`src/rtl/pipe_stage_skid.sv`:
```
// Pipeline-stage register with valid/ready handshake, optional 2-entry skid buffer,
// flush with drop accounting, whole-CPU hold and input-side bubble insertion.
module pipe_stage_skid #(
    parameter int unsigned DATA_W         = 160,
    parameter bit          SKID_EN        = 1'b1,
    parameter bit          CLEAR_ON_EMPTY = 1'b1
) (
    input  logic              clk,
    input  logic              rst_n,
    input  logic              in_valid,
    output logic              in_ready,
    input  logic [DATA_W-1:0] in_data,
    output logic              out_valid,
    input  logic              out_ready,
    output logic [DATA_W-1:0] out_data,
    input  logic              flush,
    input  logic              hold,
    input  logic              bubble,
    output logic [1:0]        occupancy,
    output logic [15:0]       drop_cnt
);
    localparam int unsigned CNT_W = 16;

    logic              main_valid_q, main_valid_d;
    logic [DATA_W-1:0] main_data_q, main_data_d;
    logic              skid_valid_q, skid_valid_d;
    logic [DATA_W-1:0] skid_data_q, skid_data_d;
    logic [CNT_W-1:0]  drop_cnt_q, drop_cnt_d;
    logic [CNT_W:0]    drop_sum;
    logic              space;
    logic              in_fire;
    logic              out_fire;

    // Without the skid entry, a full stage can still accept when the main entry drains.
    assign space     = SKID_EN ? ~skid_valid_q : (~main_valid_q | out_ready);
    assign in_ready  = ~flush & ~hold & ~bubble & rst_n & space;
    assign out_valid = main_valid_q & ~hold;
    assign out_fire  = out_valid & out_ready & ~flush;
    assign in_fire   = in_valid & in_ready;
    assign out_data  = main_data_q;
    assign occupancy = 2'(main_valid_q) + 2'(skid_valid_q);
    assign drop_cnt  = drop_cnt_q;
    assign drop_sum  = (CNT_W+1)'(drop_cnt_q) + (CNT_W+1)'(occupancy);

    always_comb begin
        main_valid_d = main_valid_q;
        main_data_d  = main_data_q;
        skid_valid_d = skid_valid_q;
        skid_data_d  = skid_data_q;
        drop_cnt_d   = drop_cnt_q;
        if (flush) begin
            main_valid_d = 1'b0;
            skid_valid_d = 1'b0;
            if (CLEAR_ON_EMPTY) begin
                main_data_d = '0;
                skid_data_d = '0;
            end
            drop_cnt_d = drop_sum[CNT_W] ? {CNT_W{1'b1}} : drop_sum[CNT_W-1:0];
        end else if (!hold) begin
            if (skid_valid_q) begin
                // Two entries held: input is blocked, a drain promotes the skid entry.
                if (out_fire) begin
                    main_data_d  = skid_data_q;
                    skid_valid_d = 1'b0;
                    if (CLEAR_ON_EMPTY) begin
                        skid_data_d = '0;
                    end
                end
            end else if (main_valid_q) begin
                if (in_fire && out_fire) begin
                    main_data_d = in_data;
                end else if (in_fire) begin
                    skid_valid_d = 1'b1;
                    skid_data_d  = in_data;
                end else if (out_fire) begin
                    main_valid_d = 1'b0;
                    if (CLEAR_ON_EMPTY) begin
                        main_data_d = '0;
                    end
                end
            end else if (in_fire) begin
                main_valid_d = 1'b1;
                main_data_d  = in_data;
            end
        end
    end

    always_ff @(posedge clk or negedge rst_n) begin
        if (!rst_n) begin
            main_valid_q <= 1'b0;
            main_data_q  <= '0;
            drop_cnt_q   <= '0;
        end else begin
            main_valid_q <= main_valid_d;
            main_data_q  <= main_data_d;
            drop_cnt_q   <= drop_cnt_d;
        end
    end

    if (SKID_EN) begin : g_skid
        always_ff @(posedge clk or negedge rst_n) begin
            if (!rst_n) begin
                skid_valid_q <= 1'b0;
                skid_data_q  <= '0;
            end else begin
                skid_valid_q <= skid_valid_d;
                skid_data_q  <= skid_data_d;
            end
        end
    end else begin : g_no_skid
        assign skid_valid_q = 1'b0;
        assign skid_data_q  = '0;
    end

endmodule
```
`config.mk`:
```
export PLATFORM = sky130hd
export DESIGN_NAME = pipe_stage_skid
export DESIGN_NICKNAME = d
export VERILOG_FILES = /design/src/rtl/pipe_stage_skid.sv
export SDC_FILE = /design/constraint.sdc
export NUM_CORES = 1
export LEC_CHECK = 0
export CAP_MARGIN = 20
export CORE_ASPECT_RATIO = 0.7
export CORE_MARGIN = 5
export CORE_UTILIZATION = 44
export DETAILED_ROUTE_END_ITERATION = 7
export PLACE_DENSITY = 0.79
export SYNTH_ARGS = -nofsm -noshare
export SYNTH_HDL_FRONTEND = slang
export SYNTH_SLANG_ARGS = --single-unit
```
`constraint.sdc`:
```
create_clock -name clk -period 2.5 [get_ports clk]
set_clock_uncertainty 0.05 [all_clocks]
set_input_delay 0.5 -clock clk [delete_from_list [all_inputs] [get_ports clk]]
set_output_delay 0.5 -clock clk [all_outputs]
set_load 0.01 [all_outputs]
```
==> metrics.txt <==
peak supply drop=0.521 mV; io pins=347; final WL=40400 um; Synth Area in XOR/XNOR=0.455%; core area=0.0301 mm2; Layout area overhead=42.3%; EDFF count, synth=0; max_cap viols=0; cells after synthesis=1002; DPL Wire Length=26600 um; total CTS buffers=35; unrepaired setup endpoints after global routing=true; number of instances in the placed design=1734; clk buf depth=3; Hold WC Path Type=in2async; drt drc=0; Antenna Violating Nets Remaining=0; met3 GRT Util=8.32%; commonest non-fill, non-tap cells in the layout=clkdlybuf4s50_1, dfrtp_1, a221o_1, and2_1, a22o_1; first-pass detailed-route iteration total=5; cell row count=53; final net count=1530; WS Path Type=reg2reg; CTS tree=done; final core utilization=63.6%; Die X=219 um; antenna cell count=0; Initial Utilization=44.7%; share of layout cells above drive strength 1=10.4%; Power Density=632 mW/mm2; syn avg cell area=13.4 um2; register area share after synthesis=62.8%; vias in the first global route=10900; Most used DFF post-synth=dfrtp_1; final setup violation count=0; first-pass GRT wire length=62900 um; commonest non-fill, non-tap cell in the layout=clkdlybuf4s50_1; post-synthesis mux area share=0.0744%; Yosys reg bits=338; Synth Area in Simple Gates=9.61%; status=complete, no violations; per-cell routed wire length=22.5 um; Starting DRT DRC Count=935; Slew @ Worst Pin=0.912 ns; slew margin rel.=39.2%; Fin. Hold Viols=0; hold_ws=0.0140 ns; Tmin final=2.48 ns; via/cell ratio=5.84; Worst setup SP type=flop; Die Span Y=156 um; CTS Hold Bufs=0; GP Congestion=0.809; largest family of logic cells by synthesized area=compound AO/OA/AOI/OAI gates; Die Area=0.0342 mm2; largest net degree at the start of global routing=166; Root Driver=clkbuf_16; post-route insts no fill=1797; All-Layer GR Usage=22.9%; Compound-Gate Fraction of Synth Area=23.5%; achievable clock frequency=402 MHz; met2 Usage GRT=34.9%; nature of the critical path endpoint=flop; port bufs=346; Final period util=99.4%; CTS sink count=338; Post-Synthesis Cell Area=0.0135 mm2; clock-pin transition on the worst setup and hold timing paths=0.06 ns; Req. time, crit path=2.88 ns; grt met1 use=31.7%; GRT overflow=0; yosys warns=0; number of library cell types mapped by synthesis=41; antenna violations before repair=3; H-tree depth=2; adder-cell share of the synthesized area=0.428%; grt peak-use layer=met2; Post-synth ARST share=100%; Worst-Skew Late Latency=0.53 ns; Post CTS Setup Buffer Count=0; vias=10497; syn_nets=1173; Crit Path Max Fanout=10; max-slew violations=0; CP arrival=2.86 ns; Lkg Pwr=8.79 nW
==> sequential cells by signal, summed over array words and instances, names as in the netlist <==
register / flops
out_data: 160
drop_cnt: 16
skid_data_q: 160
main_valid_q: 1
skid_valid_q: 1
==> power breakdown <==
| part | switching (W) | total (W) | internal (W) |
|---|---|---|---|
| Sequential | 0.0000800 | 0.00563 | 0.00555 |
| Combinational | 0.000455 | 0.000960 | 0.000505 |
| Clock | 0.00223 | 0.00551 | 0.00328 |
==> metal layers <==
layer	vias up	share of wire, %
met5	-	0.092
met4	6	1.7
met3	51	10
met2	450	46
met1	5408	42
li1	4582	-
==> final cells by class <==
class                      count  area [um2]
sequential                   338        8460
multi-input combinational    568        4690
clock inverter                18         219
inverter                       8        30.0
tap                          412         515
timing repair buffer         408        4240
clock buffer                  45        1000
fill                        2249       11000
==> metrics by stage <==
step	worst slack, ns	instance area [um2]	setup TNS (ns)	power, W
6_report	0.0153	19200	0	0.0121
5_1_grt	-0.0436	19200	-0.181	0.0125
4_1_cts	0.000965	19100	0	0.0122
3_5_place_dp	-0.213	17900	-40.79	0.00669
3_3_place_gp	-0.200	17900	-39.00	0.00667
2_1_floorplan	0.00852	13500	0	0.00597
==> cell usage after synthesis (3+ instances only) <==
cell	instances	share of area [%]
nor2_1	10	0.28
a22o_1	160	10
nand3_1	3	0.11
dfrtp_1	338	63
a31oi_1	6	0.28
nor3_1	6	0.22
nand2_1	16	0.45
o21ai_0	4	0.15
xnor2_1	6	0.39
buf_2	44	1.6
and2_1	160	7.4
clkbuf_1	42	1.2
a21oi_1	6	0.22
inv_1	8	0.22
ha_1	3	0.28
a221o_1	160	12
==> logic make-up after synthesis <==
logic type      after synthesis
compound gates              342
mux                           1
fa+ha+maj                     4
flops                       338
buf+inv                      96
simple gates                214
xor+xnor                      7
==> path summary, 6_finish.rpt <==
check,cells past startpoint,startpoint,endpoint,slack [ns]
min reg2reg,1,skid_data_q[3]$_DFFE_PN0P_,skid_data_q[3]$_DFFE_PN0P_,0.45
max,8,skid_valid_q$_DFFE_PN0P_,drop_cnt[5]$_DFFE_PN0P_,0.02
min,2,rst_n,drop_cnt[2]$_DFFE_PN0P_,0.01
min in group clk,1,skid_data_q[3]$_DFFE_PN0P_,skid_data_q[3]$_DFFE_PN0P_,0.45
max in group asynchronous,3,rst_n,out_data[70]$_DFFE_PN0P_,1.09
max reg2reg,8,skid_valid_q$_DFFE_PN0P_,drop_cnt[5]$_DFFE_PN0P_,0.02
==> critical path, stage by stage (launching register included) <==
cell and delay, ns:
dfrtp_2 0.42, ha_4 0.29, ha_4 0.13, inv_2 0.04
fa_2 0.35, nand3b_1 0.24, or2_4 0.28, or4_4 0.50
o21ai_0 0.12
==> what timing repair did <==
action / CTS / global route
setup endpoints to repair: 11 / 8
gates cloned: 0 / 0
gates resized for setup: 5 / 9
pin swaps: 1 / 4
No activity file was read; power rests on OpenSTA's default activity.
